**src/rtl/boton_pulso.sv**
```systemverilog
// Push-button conditioner: synchronizer, debounce FSM and auto-repeat.
// Emits one-cycle count-enable strobes for a downstream counter.
module boton_pulso #(
    parameter int unsigned DEB_CYCLES  = 4,
    parameter int unsigned AUTO_DELAY  = 8,
    parameter int unsigned AUTO_PERIOD = 3
) (
    input  logic clk,
    input  logic rst,
    input  logic btn_in,
    output logic en_pulse,
    output logic btn_level,
    output logic repeating
);

    typedef enum logic [2:0] {
        IDLE,
        PRESS_WAIT,
        HELD,
        REPEAT,
        RELEASE_WAIT
    } state_t;

    localparam logic [15:0] DEB_LAST = 16'(DEB_CYCLES - 1);
    localparam logic [15:0] DLY_LAST =
        (AUTO_DELAY == 0) ? 16'd0 : 16'(AUTO_DELAY - 1);
    localparam logic [15:0] REP_LAST = 16'(AUTO_PERIOD - 1);
    localparam logic        AUTO_ON  = (AUTO_DELAY != 0);

    state_t      state;
    state_t      state_nx;
    logic [15:0] cnt;
    logic [15:0] cnt_nx;
    logic [15:0] cnt_inc;
    logic        sync1;
    logic        btn_s;
    logic        pulse_nx;

    // Two-flop synchronizer for the raw asynchronous button level.
    always_ff @(posedge clk) begin
        if (!rst) begin
            sync1 <= 1'b0;
            btn_s <= 1'b0;
        end else begin
            sync1 <= btn_in;
            btn_s <= sync1;
        end
    end

    assign cnt_inc = (cnt == 16'hFFFF) ? cnt : cnt + 16'd1;

    // Next-state, shared counter and pulse decision.
    // A pulse due while en_pulse is still high is held off one cycle
    // (cnt frozen) so strobes are never back to back.
    always_comb begin
        state_nx = state;
        cnt_nx   = cnt_inc;
        pulse_nx = 1'b0;
        case (state)
            IDLE: begin
                cnt_nx = 16'd0;
                if (btn_s) state_nx = PRESS_WAIT;
            end
            PRESS_WAIT: begin
                if (!btn_s) begin
                    state_nx = IDLE;
                end else if (cnt == DEB_LAST) begin
                    state_nx = HELD;
                    pulse_nx = 1'b1;
                end
            end
            HELD: begin
                if (!btn_s) begin
                    state_nx = RELEASE_WAIT;
                end else if (AUTO_ON && cnt == DLY_LAST) begin
                    if (!en_pulse) begin
                        state_nx = REPEAT;
                        pulse_nx = 1'b1;
                    end else begin
                        cnt_nx = cnt;
                    end
                end
            end
            REPEAT: begin
                if (!btn_s) begin
                    state_nx = RELEASE_WAIT;
                end else if (cnt == REP_LAST) begin
                    if (!en_pulse) begin
                        pulse_nx = 1'b1;
                        cnt_nx   = 16'd0;
                    end else begin
                        cnt_nx = cnt;
                    end
                end
            end
            RELEASE_WAIT: begin
                if (btn_s) begin
                    state_nx = HELD;
                end else if (cnt == DEB_LAST) begin
                    state_nx = IDLE;
                end
            end
            default: begin
                state_nx = IDLE;
                cnt_nx   = 16'd0;
            end
        endcase
        if (state_nx != state) cnt_nx = 16'd0;
    end

    // State, counter and registered outputs.
    always_ff @(posedge clk) begin
        if (!rst) begin
            state     <= IDLE;
            cnt       <= 16'd0;
            en_pulse  <= 1'b0;
            btn_level <= 1'b0;
            repeating <= 1'b0;
        end else begin
            state     <= state_nx;
            cnt       <= cnt_nx;
            en_pulse  <= pulse_nx;
            btn_level <= (state_nx == HELD) || (state_nx == REPEAT)
                         || (state_nx == RELEASE_WAIT);
            repeating <= (state_nx == REPEAT);
        end
    end

endmodule

```
**config.mk**
```make
export PLATFORM = sky130hd
export DESIGN_NAME = boton_pulso
export DESIGN_NICKNAME = d
export VERILOG_FILES = /design/src/rtl/boton_pulso.sv
export SDC_FILE = /design/constraint.sdc
export NUM_CORES = 1
export LEC_CHECK = 0
export CAP_MARGIN = 40
export CELL_PAD_IN_SITES_DETAIL_PLACEMENT = 1
export CELL_PAD_IN_SITES_GLOBAL_PLACEMENT = 1
export CORE_UTILIZATION = 49
export CTS_CLUSTER_DIAMETER = 50
export DETAILED_ROUTE_END_ITERATION = 10
export PLACE_DENSITY = 0.94
export SETUP_SLACK_MARGIN = 0.02
export SYNTH_ARGS = -nofsm -noshare
export SYNTH_HDL_FRONTEND = slang
export SYNTH_SLANG_ARGS = --single-unit
export TNS_END_PERCENT = 30
```
**constraint.sdc**
```tcl
create_clock -name clk -period 3.1 [get_ports clk]
set_clock_uncertainty 0.1 [all_clocks]
set_input_delay 0.62 -clock clk [delete_from_list [all_inputs] [get_ports clk]]
set_output_delay 0.62 -clock clk [all_outputs]
set_load 0.05 [all_outputs]
```
==> impl_table.tex, run 1 <==
\begin{tabular}{lr}
\hline
Metric & Value \\
\hline
\multicolumn{2}{l}{\textbf{Run status}} \\
\quad Status & completed \\
\multicolumn{2}{l}{\textbf{GRT}} \\
\quad Via count of the first global-routing pass & 1190 \\
\quad Wire length of the first global-routing pass & 5810 µm \\
\quad Global route total overflow & 0 \\
\quad Pin count of the biggest net entering global routing & 15 \\
\quad Total routing usage reported by global routing & 23.7\% \\
\quad Antenna violations before repair & 0 \\
\multicolumn{2}{l}{\textbf{Routing}} \\
\quad Post-detailed-routing wire length & 3310 µm \\
\quad Antenna-violating nets left & 0 \\
\quad Count of routing violations after the opening detailed-route iteration & 18 \\
\quad Total number of vias & 1198 \\
\quad Wire length per cell after detailed routing & roughly 17 µm \\
\quad 1st-pass router iterations & 4 \\
\quad Via-to-Cell Ratio & 6.18 \\
\quad Detailed-route DRC error count & 0 \\
\multicolumn{2}{l}{\textbf{STA}} \\
\quad Highest Clock Rate & roughly 0.44 GHz \\
\quad Setup ws final & between 800 and 900 ps \\
\quad Final period util & 72.9\% \\
\quad Setup Viol. Count Final & 0 \\
\quad Hold Violations, Final & 0 \\
\quad Clock period minus final worst setup slack & 2260 ps \\
\quad Pins Over Slew Limit & 0 \\
\quad Transition time at the pin with the least slew margin & 534 ps \\
\quad Worst hold slack across all endpoints & 369 ps \\
\quad RSZ-0062 raised after global routing & false \\
\quad Total negative setup slack & 0 ps \\
\quad Slew Limit Headroom & 64.2\% \\
\multicolumn{2}{l}{\textbf{Layout}} \\
\quad Post-Route Utilization & around 55\% \\
\quad Antenna diode count & 0 \\
\quad Number of fill cells & between 300 and 400 \\
\quad Total Nets Final & roughly 170 \\
\quad Fraction of final layout cells with drive strength greater than 1 & 17.8\% \\
\quad Register area & 480 µm² \\
\quad Post-route cell area & 1520 µm² \\
\quad Multi-input combinational cell area & around 880 µm² \\
\quad Non-filler cells, final & between 150 and 200 \\
\quad Area added between synthesis and finish & 5.01\% \\
\multicolumn{2}{l}{\textbf{Floorplanning}} \\
\quad Die width & 56.4 µm \\
\quad Initial cell density of the core & 52.0\% \\
\quad Chip height & between 50 and 60 µm \\
\quad DIE AREA & 3180 µm² \\
\quad IO Count & 6 \\
\quad Total number of placement rows & 19 \\
\quad Core area & 2780 µm² \\
\multicolumn{2}{l}{\textbf{Hold path}} \\
\quad End point of the most critical hold path & btn\_s \\
\quad Worst Hold Launch & sync1 \\
\quad Worst hold path class & flop to flop \\
\quad Number of cells traversed by the worst hold path & 1 \\
\multicolumn{2}{l}{\textbf{Synth}} \\
\quad Count of distinct cell types in the synthesized netlist & 52 \\
\quad EDFF count, synth & 0 \\
\quad Fraction of registers with async set or reset after synthesis & 0\% \\
\quad Share of synthesized area occupied by flip-flops and latches & roughly 33\% \\
\quad Net count after synthesis & 168 \\
\quad Flip-flop and latch count after synthesis & 24 \\
\quad Ys flop type & sky130\_fd\_sc\_hd\_\_dfxtp\_1 \\
\quad Top post-synthesis cells by area & sky130\_fd\_sc\_hd\_\_dfxtp\_1, sky130\_fd\_sc\_hd\_\_xnor2\_1, sky130\_fd\_sc\_hd\_\_nor2\_2 \\
\quad Cell with the most instances after synthesis & sky130\_fd\_sc\_hd\_\_dfxtp\_1 \\
\quad Share of Yosys cell area claimed by the top area cell type & 33.2\% \\
\quad Netlist area before placement & 1450 µm² \\
\quad Gate count of the mapped netlist & 163 \\
\quad Largest area contributor in the netlist & sky130\_fd\_sc\_hd\_\_dfxtp\_1 \\
\quad Synth Warn \# & 0 \\
\quad Mapped Avg Cell Area & just under 9 µm² \\
\quad Ranking of synthesized cells by instance count & sky130\_fd\_sc\_hd\_\_dfxtp\_1, sky130\_fd\_sc\_hd\_\_nor2\_1, sky130\_fd\_sc\_hd\_\_nand2\_1 \\
\multicolumn{2}{l}{\textbf{Placed design}} \\
\quad Hpwl dp & 2470 µm \\
\quad Setup slack at placement & 958 ps \\
\quad Number of I/O port buffers & 5 \\
\quad Placed insts & 190 \\
\quad Placed Instance Area & 1470 µm² \\
\quad GPL Wtd Cong & between 0.9 and 1 \\
\multicolumn{2}{l}{\textbf{Power and ir drop}} \\
\quad Ratio of total power to cell area & around 370 nW/µm² \\
\quad IR Drop Worst-Case VDD & 0.312 mV \\
\quad PnR Total Power & 0.563 mW \\
\quad Leakage power summed over all cells & 0.488 nW \\
\multicolumn{2}{l}{\textbf{Clock tree}} \\
\quad \# Post-CTS Setup Buffers & 0 \\
\quad Worst-path clk slew & 140 ps \\
\quad Clock tree from TritonCTS & built \\
\quad Hold-fix buffers, CTS & 0 \\
\quad Root Buffer & sky130\_fd\_sc\_hd\_\_clkbuf\_4 \\
\quad CTS Buffer Depth & 2 \\
\quad Post-CTS Resized & 0 \\
\quad Number of sinks on the clock net & 24 \\
\quad Max H-tree Level & 1 \\
\quad Clock buffer count from CTS & 3 \\
\quad Clock network latency to the later pin of the worst-skew pair & 330 ps \\
\multicolumn{2}{l}{\textbf{Worst setup path}} \\
\quad Origin of the critical flop-to-flop path & cnt[8] \\
\quad CP max-delay cell & sky130\_fd\_sc\_hd\_\_clkdlybuf4s50\_1 \\
\quad Cells along the critical path & clkdlybuf4s50\_1 \\
\quad Delay-heaviest family, CP & buffers and inverters \\
\quad Worst reg-to-reg path cell count & 5 \\
\quad Peak fanout along the critical path & 4 \\
\quad Kind of capture point of the worst setup path & primary output \\
\quad CP max stage delay & between 800 and 900 ps \\
\quad Class of the most critical setup path & flop to primary output \\
\quad Critical path startpoint category & flop \\
\quad Reg2reg setup slack & 900 ps \\
\quad Reg-to-reg critical path endpoint & cnt[5] \\
\quad Worst endpoint required time & 2380 ps \\
\quad Crit path arrival time & roughly 1500 ps \\
\quad Worst Path Buf+Inv & 1 \\
\multicolumn{2}{l}{\textbf{Job}} \\
\quad Number of maximum-capacitance violations & 0 \\
\hline
\end{tabular}
## metal layers
metal	track usage, %	up-vias	routed length [µm]
li1	-	576	-
met4	13.2	0	110
met5	0	-	0
met3	2.53	11	101
met1	33.6	586	1580
met2	34.9	25	1530
## state kept, by name, summed over array words and instances, names as in the netlist
signal,count
sync1,1
btn_level,1
repeating,1
btn_s,1
en_pulse,1
cnt,16
state,3
## cell families (layout without fill, tap and decap cells)
group / count (synthesis) / in the layout / synth area share (%)
AO/OA/AOI/OAI: 29 / 29 / 16.4
flip-flops: 24 / 24 / 33.2
XOR/XNOR: 10 / 10 / 6.05
multiplexers: 2 / 2 / 1.38
adder cells (fa/ha/maj): 2 / 2 / 1.73
buffers and inverters: 14 / 14 / 6.05
AND/OR/NAND/NOR: 82 / 82 / 35.2
## where the power goes
part	internal, mW	switching (mW)	total, mW
combinational	0.00658	0.00853	0.0151
clock	0.131	0.104	0.235
sequential	0.310	0.00257	0.313
## worst max path at each step
stage | start | to | slack (ps) | depth (start not counted)
final | en_pulse | en_pulse | 840 | 1
after global routing | cnt[8] | cnt[11] | 740 | 5
after CTS | en_pulse | en_pulse | 830 | 1
after detailed placement | cnt[8] | cnt[11] | 960 | 5
after global placement | cnt[11] | cnt[11] | 1040 | 5
after floorplan | cnt[0] | cnt[2] | 1270 | 6
## area by class of cell
type	count	share of cell area (%)
flip-flops and latches	24	31.6
inverters	5	1.23
well taps	31	2.55
clock inverters	1	1.98
multi-input cells	125	57.9
clock buffers	3	1.48
repair buffers	5	3.29
## placed cells by master, fill, tap and decap left out, drive strengths merged, types with 2 or more instances in the layout
master	count
and2	3
nor3	7
nand4	6
a211oi	2
xnor2	10
nor4	3
clkbuf	3
ha	2
dfxtp	24
and3	2
a21oi	10
o211ai	3
nand2	12
clkdlybuf4s50	5
nor2b	2
nor3b	3
and4	3
nand3b	3
o21ai	4
mux2i	2
inv	5
nand3	5
nor2	24
or2	3
nand2b	2
Note: power is estimated with default switching activity, not from simulation.
==> inputs of run 2 (changes only) <==
Settings changed: CORE_UTILIZATION 49 to 46, PLACE_DENSITY 0.94 to 0.89.
Clock period 3.1 ns to 2.2 ns, I/O delays scaled along.
==> run 2 against run 1 <==
  * Global-route usage fell by 0.81 points
  * Clock power fell by 18%
  * Die area rose by 6.3%
  * Via count rose by 0.25%
  * Final cell count rose by 7.2%
  * Combinational power rose by 53%
  * Flip-flop and latch count did not move
  * Setup slack got worse by 730 ps
  * Total power rose by 17%
  * Hold slack got worse by 17 ps
  * Largest power group unchanged
==> impl_table.tex, run 2 (synthesis results as in run 1) <==
\begin{tabular}{lr}
\hline
Metric & Value \\
\hline
\multicolumn{2}{l}{\textbf{Floorplanning}} \\
\quad Total number of placement rows & 19 (unchanged) \\
\quad IO Count & 6 (unchanged) \\
\quad Core area & 2880 µm² (+3.4\%) \\
\quad Initial cell density of the core & 50.3\% (-1.7 points) \\
\quad DIE AREA & 3380 µm² (+6.3\%) \\
\quad Chip height & 58.1 µm (+3.1\%) \\
\quad Die width & 58.1 µm (+3.1\%) \\
\multicolumn{2}{l}{\textbf{Clock tree}} \\
\quad Number of sinks on the clock net & 24 (unchanged) \\
\quad Max H-tree Level & 1 (unchanged) \\
\quad Root Buffer & sky130\_fd\_sc\_hd\_\_clkbuf\_4 \\
\quad Clock buffer count from CTS & 3 (unchanged) \\
\quad Clock tree from TritonCTS & built \\
\quad \# Post-CTS Setup Buffers & 0 (unchanged) \\
\quad Clock network latency to the later pin of the worst-skew pair & 320 ps (about the same) \\
\quad Worst-path clk slew & 130 ps (about the same) \\
\quad Hold-fix buffers, CTS & 0 (unchanged) \\
\quad CTS Buffer Depth & 2 (unchanged) \\
\multicolumn{2}{l}{\textbf{Routing}} \\
\quad Post-detailed-routing wire length & 3390 µm (+2.4\%) \\
\quad Detailed-route DRC error count & 0 (unchanged) \\
\quad Via-to-Cell Ratio & 5.77 (-6.5\%) \\
\quad Wire length per cell after detailed routing & 16.3 µm (-4.5\%) \\
\quad Total number of vias & 1201 (+0.25\%) \\
\quad Antenna-violating nets left & 0 (unchanged) \\
\quad 1st-pass router iterations & 4 (unchanged) \\
\quad Count of routing violations after the opening detailed-route iteration & 35 (+17) \\
\multicolumn{2}{l}{\textbf{Power and ir drop}} \\
\quad Leakage power summed over all cells & 0.490 nW (+0.37\%) \\
\quad Internal power consumption & 0.511 mW (+14\%) \\
\quad P\_sw & 0.145 mW (+26\%) \\
\quad Fraction of power consumed by the clock network & 29.5\% (-12 points) \\
\quad Gate power share & 3.5\% (+0.8 points) \\
\quad IR Drop Worst-Case VDD & 0.368 mV (+18\%) \\
\quad Ratio of total power to cell area & 427 nW/µm² (+15\%) \\
\quad Sw Ratio & 22.0\% (+1.6 points) \\
\quad Sequential share of power & 67.0\% (+11 points) \\
\multicolumn{2}{l}{\textbf{Run status}} \\
\quad Status & completed \\
\multicolumn{2}{l}{\textbf{Worst setup path}} \\
\quad Critical path startpoint category & flop \\
\quad CP max stage delay & 830 ps (about the same) \\
\quad Worst endpoint required time & 1660 ps (-720 ps) \\
\quad Peak fanout along the critical path & 4 (unchanged) \\
\quad Delay-heaviest family, CP & buffers and inverters \\
\quad Cells along the critical path & clkdlybuf4s50\_1 \\
\quad CP max-delay cell & sky130\_fd\_sc\_hd\_\_clkdlybuf4s50\_1 \\
\quad Crit path arrival time & 1550 ps (about the same) \\
\quad Worst Path Buf+Inv & 1 (unchanged) \\
\quad Class of the most critical setup path & flop to primary output \\
\quad Kind of capture point of the worst setup path & primary output \\
\multicolumn{2}{l}{\textbf{Layout}} \\
\quad Multi-input combinational cell area & 882 µm² (+0.28\%) \\
\quad Antenna diode count & 0 (unchanged) \\
\quad Area added between synthesis and finish & 6.14\% \\
\quad Fraction of final layout cells with drive strength greater than 1 & 19.9\% (+2.1 points) \\
\quad Reg with most FFs & cnt \\
\quad Commonest cells after routing, fill and taps aside & sky130\_fd\_sc\_hd\_\_dfxtp\_1, sky130\_fd\_sc\_hd\_\_nor2\_1, sky130\_fd\_sc\_hd\_\_nand2\_1, sky130\_fd\_sc\_hd\_\_nor2\_2, sky130\_fd\_sc\_hd\_\_xnor2\_1 \\
\quad Non-filler cells, final & 208 (+7.2\%) \\
\quad Most common cell after layout, fill and taps aside & sky130\_fd\_sc\_hd\_\_dfxtp\_1 \\
\quad Largest registers & cnt x16, state x3 \\
\quad Register area & 480 µm² (unchanged) \\
\quad Total Nets Final & 173 (+2.4\%) \\
\quad Number of fill cells & 342 (+3.0\%) \\
\quad Number of flip-flops in the largest register & 16 (unchanged) \\
\multicolumn{2}{l}{\textbf{Placed design}} \\
\quad Setup slack at placement & 46.8 ps (-911 ps) \\
\quad Hpwl dp & 2570 µm (+4.0\%) \\
\quad Placed insts & 205 (+7.9\%) \\
\quad Number of I/O port buffers & 5 (unchanged) \\
\quad GPL Wtd Cong & 0.769 (-21\%) \\
\multicolumn{2}{l}{\textbf{STA}} \\
\quad Transition time at the pin with the least slew margin & 535 ps (+1.45 ps) \\
\quad Highest Clock Rate & 0.478 GHz \\
\quad Pins Over Slew Limit & 0 (unchanged) \\
\quad Hold Violations, Final & 0 (unchanged) \\
\quad Slew Limit Headroom & 64.1\% (-0.097 points) \\
\quad Setup ws final & 110 ps (-729 ps) \\
\quad RSZ-0062 raised after global routing & false \\
\quad Total negative setup slack & 0 ps (unchanged) \\
\quad Setup Viol. Count Final & 0 (unchanged) \\
\quad Final period util & 95.0\% \\
\quad Clock period minus final worst setup slack & about 2100 ps \\
\multicolumn{2}{l}{\textbf{GRT}} \\
\quad Antenna violations before repair & 0 (unchanged) \\
\quad Pin count of the biggest net entering global routing & 13 (-2) \\
\quad Global route total overflow & 0 (unchanged) \\
\quad Via count of the first global-routing pass & 1226 (+3.0\%) \\
\quad Wire length of the first global-routing pass & 5830 µm (+0.36\%) \\
\quad Total routing usage reported by global routing & 22.9\% (-0.81 points) \\
\multicolumn{2}{l}{\textbf{Job}} \\
\quad Number of maximum-capacitance violations & 0 (unchanged) \\
\multicolumn{2}{l}{\textbf{Hold path}} \\
\quad Worst hold path class & flop to flop \\
\hline
\end{tabular}
[run 2: changes by cell type in the layout (fill, tap and decap cells not counted)]
cell / previous run / this run
sky130_fd_sc_hd__buf_4: 0 / 4
sky130_fd_sc_hd__bufinv_16: 1 / 0
sky130_fd_sc_hd__ha_1: 2 / 1
sky130_fd_sc_hd__ha_2: 0 / 1
[run 2: metal layers]
layer  wire (µm)  GRT usage (%)  vias up
met3         102           4.46        6
li1            -              -      583
met4          59           8.84        0
met1        1520           27.8      588
met2        1710           39.7       24
met5           0              0        -
[run 2: power groups by stage]
stage | clock network, mW | logic [mW] | registers (mW)
3_3_place_gp | 0 | 0.0221 | 0.449
4_1_cts | 0.203 | 0.0233 | 0.440
2_1_floorplan | 0 | 0.0169 | 0.447
3_5_place_dp | 0 | 0.0232 | 0.449
5_1_grt | 0.222 | 0.0255 | 0.440
6_report | 0.193 | 0.0231 | 0.439
[run 2: worst paths after layout]
kind,from,end,slack (ps),depth (start not counted)
worst max-delay path,en_pulse,en_pulse,110,1
worst min-delay path,sync1,btn_s,350,1
worst max register to register,cnt[0],cnt[6],150,6
worst min register to register,sync1,btn_s,350,1
[run 2: final cells by class]
cell class                      count  area share (%)
Clock buffer                        3            1.47
Inverter                            5            1.22
Multi-Input combinational cell    125            57.4
Sequential cell                    24            31.3
Tap cell                           42            3.42
Timing Repair Buffer                9            5.21
[run 2: what timing repair did]
item	in CTS	in global routing
resized for setup	0	1
setup endpoints to repair	2	13
gates cloned	0	0
pin swaps	1	0
[run 2: per-stage QoR]
step	util (%)	power, mW	instance area (µm²)	hold WS (ps)
after detailed placement	52.5	0.472	1510	333
after global placement	52.5	0.471	1510	323
after global routing	53.4	0.688	1540	401
final	53.4	0.656	1540	353
after CTS	53.3	0.666	1530	361
after floorplan	-	0.464	1450	312
==> inputs of run 3 (changes only) <==
Settings changed: PLACE_DENSITY 0.89 to 0.79.
==> run 3 against run 2 <==
  * Count of clock-buffer cells in the layout unchanged
  * Critical path depth stayed put
  * Setup slack gained 1.7 ps
  * Final cell count up 0.48%
  * Routed wire length decreased by 2.0%
==> impl_table.tex, run 3 (synthesis results as in run 1) <==
\begin{tabular}{lr}
\hline
Metric & Value \\
\hline
\multicolumn{2}{l}{\textbf{Run status}} \\
\quad Status & completed \\
\multicolumn{2}{l}{\textbf{Placed design}} \\
\quad Placed Instance Area & 1510 µm² (unchanged) \\
\quad Hpwl dp & 2410 µm (-6.1\%) \\
\quad Number of I/O port buffers & 5 (unchanged) \\
\quad Setup slack at placement & 111 ps (+63.9 ps) \\
\quad GPL Wtd Cong & 0.843 (+9.6\%) \\
\multicolumn{2}{l}{\textbf{STA}} \\
\quad Clock period minus final worst setup slack & 2090 ps (-1.70 ps) \\
\quad Total negative setup slack & 0 ps (unchanged) \\
\quad Setup Viol. Count Final & 0 (unchanged) \\
\quad Final period util & 94.9\% (about the same) \\
\quad Hold Violations, Final & 0 (unchanged) \\
\quad Setup ws final & 111 ps (+1.70 ps) \\
\quad Worst hold slack across all endpoints & 364 ps (+11.6 ps) \\
\quad Transition time at the pin with the least slew margin & 547 ps (+12.0 ps) \\
\quad Slew Limit Headroom & 63.3\% (-0.80 points) \\
\quad RSZ-0062 raised after global routing & true \\
\quad Pins Over Slew Limit & 0 (unchanged) \\
\quad Highest Clock Rate & 0.479 GHz (about the same) \\
\multicolumn{2}{l}{\textbf{Power and ir drop}} \\
\quad Leakage power summed over all cells & 0.505 nW (+3.2\%) \\
\quad Ratio of total power to cell area & 507 nW/µm² (+19\%) \\
\quad IR Drop Worst-Case VDD & 0.280 mV (-24\%) \\
\multicolumn{2}{l}{\textbf{Layout}} \\
\quad Post-Route Utilization & 54.5\% (+1.1 points) \\
\quad Commonest cells after routing, fill and taps aside & sky130\_fd\_sc\_hd\_\_dfxtp\_1, sky130\_fd\_sc\_hd\_\_nor2\_1, sky130\_fd\_sc\_hd\_\_nand2\_1, sky130\_fd\_sc\_hd\_\_nor2\_2, sky130\_fd\_sc\_hd\_\_xnor2\_1 \\
\quad Largest registers & cnt x16, state x3 \\
\quad Area added between synthesis and finish & 8.30\% \\
\quad Number of flip-flops in the largest register & 16 (unchanged) \\
\quad Most common cell after layout, fill and taps aside & sky130\_fd\_sc\_hd\_\_dfxtp\_1 \\
\quad Fraction of final layout cells with drive strength greater than 1 & 21.0\% (+1.1 points) \\
\quad Antenna diode count & 0 (unchanged) \\
\quad Reg with most FFs & cnt \\
\quad Post-route cell area & 1570 µm² (+2.0\%) \\
\quad Total Nets Final & 173 (unchanged) \\
\multicolumn{2}{l}{\textbf{Clock tree}} \\
\quad Max H-tree Level & 1 (unchanged) \\
\quad Number of sinks on the clock net & 24 (unchanged) \\
\quad Clock network latency to the later pin of the worst-skew pair & 330 ps (about the same) \\
\quad Hold-fix buffers, CTS & 0 (unchanged) \\
\quad Clock tree from TritonCTS & built \\
\quad Worst-path clk slew & 150 ps (+20 ps) \\
\quad Clock buffer count from CTS & 3 (unchanged) \\
\quad CTS Buffer Depth & 2 (unchanged) \\
\quad \# Post-CTS Setup Buffers & 0 (unchanged) \\
\quad Root Buffer & sky130\_fd\_sc\_hd\_\_clkbuf\_4 \\
\multicolumn{2}{l}{\textbf{Routing}} \\
\quad Post-detailed-routing wire length & 3320 µm (-2.0\%) \\
\quad Detailed-route DRC error count & 0 (unchanged) \\
\quad Count of routing violations after the opening detailed-route iteration & 32 (-8.6\%) \\
\quad Wire length per cell after detailed routing & 15.9 µm (-2.5\%) \\
\quad Total number of vias & 1188 (-1.1\%) \\
\quad 1st-pass router iterations & 4 (unchanged) \\
\quad Via-to-Cell Ratio & 5.68 (-1.6\%) \\
\quad Antenna-violating nets left & 0 (unchanged) \\
\multicolumn{2}{l}{\textbf{Worst setup path}} \\
\quad Cells along the critical path & clkdlybuf4s50\_1 \\
\quad CP max stage delay & 820 ps (about the same) \\
\quad Class of the most critical setup path & flop to primary output \\
\quad Kind of capture point of the worst setup path & primary output \\
\quad Crit path arrival time & 1550 ps (about the same) \\
\quad Delay-heaviest family, CP & buffers and inverters \\
\quad Critical path startpoint category & flop \\
\quad Worst endpoint required time & 1660 ps (about the same) \\
\quad Peak fanout along the critical path & 4 (unchanged) \\
\quad CP max-delay cell & sky130\_fd\_sc\_hd\_\_clkdlybuf4s50\_1 \\
\quad Worst Path Buf+Inv & 1 (unchanged) \\
\multicolumn{2}{l}{\textbf{Floorplanning}} \\
\quad Chip height & 58.1 µm (unchanged) \\
\quad IO Count & 6 (unchanged) \\
\quad Core area & 2880 µm² (unchanged) \\
\quad Initial cell density of the core & 50.3\% (unchanged) \\
\quad DIE AREA & 3380 µm² (unchanged) \\
\quad Die width & 58.1 µm (unchanged) \\
\quad Total number of placement rows & 19 (unchanged) \\
\multicolumn{2}{l}{\textbf{GRT}} \\
\quad Antenna violations before repair & 0 (unchanged) \\
\quad Wire length of the first global-routing pass & 5790 µm (-0.70\%) \\
\quad Via count of the first global-routing pass & 1250 (+2.0\%) \\
\quad Total routing usage reported by global routing & 22.1\% (-0.72 points) \\
\quad Pin count of the biggest net entering global routing & 15 (+2) \\
\quad Global route total overflow & 0 (unchanged) \\
\multicolumn{2}{l}{\textbf{Hold path}} \\
\quad Worst hold path class & flop to flop \\
\multicolumn{2}{l}{\textbf{Job}} \\
\quad Number of maximum-capacitance violations & 0 (unchanged) \\
\hline
\end{tabular}
==> run 3: cell count changes in the layout (fill, tap and decap cells not counted), sizes merged <==
| cell | previous run | this run |
|---|---|---|
| bufinv | 0 | 1 |
==> run 3: metal layers <==
metal / track usage (%) / vias to the layer above / part of all wire (%)
met5: 0 / - / 0
met4: 6.46 / 0 / 1.0
met3: 2.23 / 4 / 2.0
met2: 36.0 / 15 / 46
met1: 31.1 / 581 / 51
li1: - / 588 / -
==> run 3: area by class of cell <==
class                   instances  area (µm²)
clock buffers                   3        22.5
multi-input cells             125         883
fillers                       350        1310
flip-flops and latches         24         480
inverters                       5        18.8
well taps                      42        52.6
clock inverters                 1        30.0
repair buffers                  9        80.1
==> run 3: power by group <==
group          leakage, nW  switching (mW)  internal [mW]  total (mW)
Combinational        0.284          0.0129         0.0102      0.0231
Sequential           0.194         0.00241          0.437       0.440
Clock               0.0279           0.147          0.184       0.332
==> run 3: metrics by stage <==
step	power, mW	std cells
floorplan	0.464	163
global placement	0.471	205
detailed placement	0.472	205
CTS	0.805	209
global route	0.826	209
finish	0.795	209
==> run 3: repair_timing <==
| item | in CTS | in global routing |
|---|---|---|
| setup endpoints to repair | 0 | 12 |
| gates resized for setup | 0 | 2 |
| endpoints found under the hold margin | 0 | 0 |
==> run 3: worst paths after layout <==
path / start / cells past startpoint / endpoint / slack, ps
setup / recovery: en_pulse / 1 / en_pulse / 110
hold / removal: sync1 / 1 / btn_s / 360
setup reg to reg: cnt[1] / 6 / cnt[10] / 170
hold reg to reg: sync1 / 1 / btn_s / 360
==> edit: new RTL, config.mk and constraints of run 2 <==
Remove the register `btn_level`: a continuous assignment takes its place, so the output `btn_level` follows one clock earlier.
--- a/src/rtl/boton_pulso.sv
+++ b/src/rtl/boton_pulso.sv
@@ -115,5 +115,4 @@
             cnt       <= 16'd0;
             en_pulse  <= 1'b0;
-            btn_level <= 1'b0;
             repeating <= 1'b0;
         end else begin
@@ -121,10 +120,10 @@
             cnt       <= cnt_nx;
             en_pulse  <= pulse_nx;
-            btn_level <= (state_nx == HELD) || (state_nx == REPEAT)
-                         || (state_nx == RELEASE_WAIT);
             repeating <= (state_nx == REPEAT);
         end
     end
 
+    assign btn_level = (state_nx == HELD) || (state_nx == REPEAT) || (state_nx == RELEASE_WAIT);
+
 endmodule
 
Check against the original RTL: not equivalent (Yosys sat finds a counterexample within 10 cycles, from zero or initial values and one cycle with rst low).
==> edit against run 2 <==
The run now ends with negative setup slack left. Worst hold slack better by 0.0047 ns. Design area is 19% higher. Count of clock-buffer cells in the layout is 1 higher. Critical path depth increased by 4. Routed wire length is 53% higher. Setup slack got worse by 0.66 ns. Power is 0.62% lower. Synthesized cell count is 0.61% higher. Sequential cell count decreased by 1. Synthesized area shrank 7.3%. Critical endpoint is now btn_level. Largest cell class unchanged. Highest routed layer unchanged.
==> edit: results (changes against run 2) <==
Synth
  • Top cells by count, synth: dfxtp_1 (23), nor2_1 (12), a21oi_1 (11), nand2_1 (10), nand3_1 (9) (was dfxtp_1 (24), nor2_1 (13), nand2_1 (12), nor2_2 (11), xnor2_1 (10))
  • Syn avg cell area: 8.19 µm² (was 8.88 µm²)
  • Syn_nets: 169 (was 168)
  • Sequential share of the synthesized area: 0.343 (was 0.332)
  • Top cells by area, synth: dfxtp_1 (34%), a21oi_1 (4.1%), nand3_1 (3.4%) (was dfxtp_1 (33%), xnor2_1 (6.1%), nor2_2 (4.8%))

STA
  • PnR worst setup slack: -0.547 ns (was 0.110 ns)
  • Slew headroom: 0.583 (was 0.641)
  • Setup-failing EPs final: 18 (was 0)
  • Setup_tns: -2.84 ns (was 0 ns)

Finish
  • Comb_multi_in: 127 (was 125)
  • Fin nets: 206 (was 173)
  • Fillers: 333 (was 342)
  • Clock-cell share: 0.0144 (was 0.0147)
  • Clk_buf instances: 4 (was 3)
  • Multi-input logic area: 940 µm² (was 882 µm²)
  • Final non-clock buffer share: 0.181 (was 0.0521)
  • Share of cells above drive strength 1: 0.315 (was 0.199)
  • Sequential cell area share: 0.254 (was 0.313)

Global route
  • Vias in the first global route: 1562 (was 1226)
  • Met2 Track Usage GR: 0.570 (was 0.397)
  • Grt met1 use: 0.407 (was 0.278)
  • Largest net degree at the start of global routing: 14 (was 13)
  • Total Routing Usage GR: 0.345 (was 0.229)
  • GR Util met3: 0.0698 (was 0.0446)
  • First-pass GRT wire length: 8130 µm (was 5830 µm)

Pwr
  • Power Clock: 0.000203 W (was 0.000193 W)
  • P_leak: 0.659 nW (was 0.490 nW)
  • IR drop worst, VDD: 0.334 mV (was 0.368 mV)

Worst setup path
  • Worst reg-to-reg setup slack: -0.22 ns (was 0.15 ns)
  • R2r worst-path depth: 7 (was 6)
  • Reg2reg start: cnt[10] (was cnt[0])
  • CP endpoint: btn_level (was en_pulse)
  • Arrival @ worst endpoint: 2.21 ns (was 1.55 ns)
  • Maximum fanout along the worst path: 2 (was 4)

Routing
  • Vias per inst: 6.52 (was 5.77)
  • 1st-iter DRT viols: 50 (was 35)
  • Metal2 WL: 2490 µm (was 1710 µm)
  • Wire per inst: 22.4 µm (was 16.3 µm)
  • DR WL met3: 231 µm (was 102 µm)

Run status
  • Status: complete, but fails checks (was completed)
  • Failing checks: negative setup slack

Placement
  • Area post-placement: 1710 µm² (was 1510 µm²)
  • Cell count after placement: 225 (was 205)
[edit: critical path: stages (launching register included)]
cell and delay (ns):
dfxtp_1 0.34, or4_4 0.53, or4_4 0.51, o31ai_4 0.23
mux2i_4 0.11, buf_12 0.16
[edit: cells by family (layout without fill, tap and decap cells)]
group                    after synthesis  count (layout)  share of synthesized area
flip-flops                            23              23                      0.343
adder cells (fa/ha/maj)                2               2                     0.0186
AND/OR/NAND/NOR                       77              77                      0.325
multiplexers                           3               3                     0.0224
buffers and inverters                 14              50                     0.0531
AO/OA/AOI/OAI                         40              40                      0.205
XOR/XNOR                               5               5                     0.0326
[edit: what timing repair did]
item	CTS	global route
setup buffers	0	0
pin swaps	1	0
setup endpoints to repair	19	20
gates resized for setup	13	3
gates cloned	1	1
[edit: through the flow]
step	hold slack (ns)	setup slack (ns)
after floorplan	0.312	-0.195
after global placement	0.324	-0.155
after detailed placement	0.332	-0.238
after CTS	0.365	-0.550
after global routing	0.393	-0.592
final	0.357	-0.547
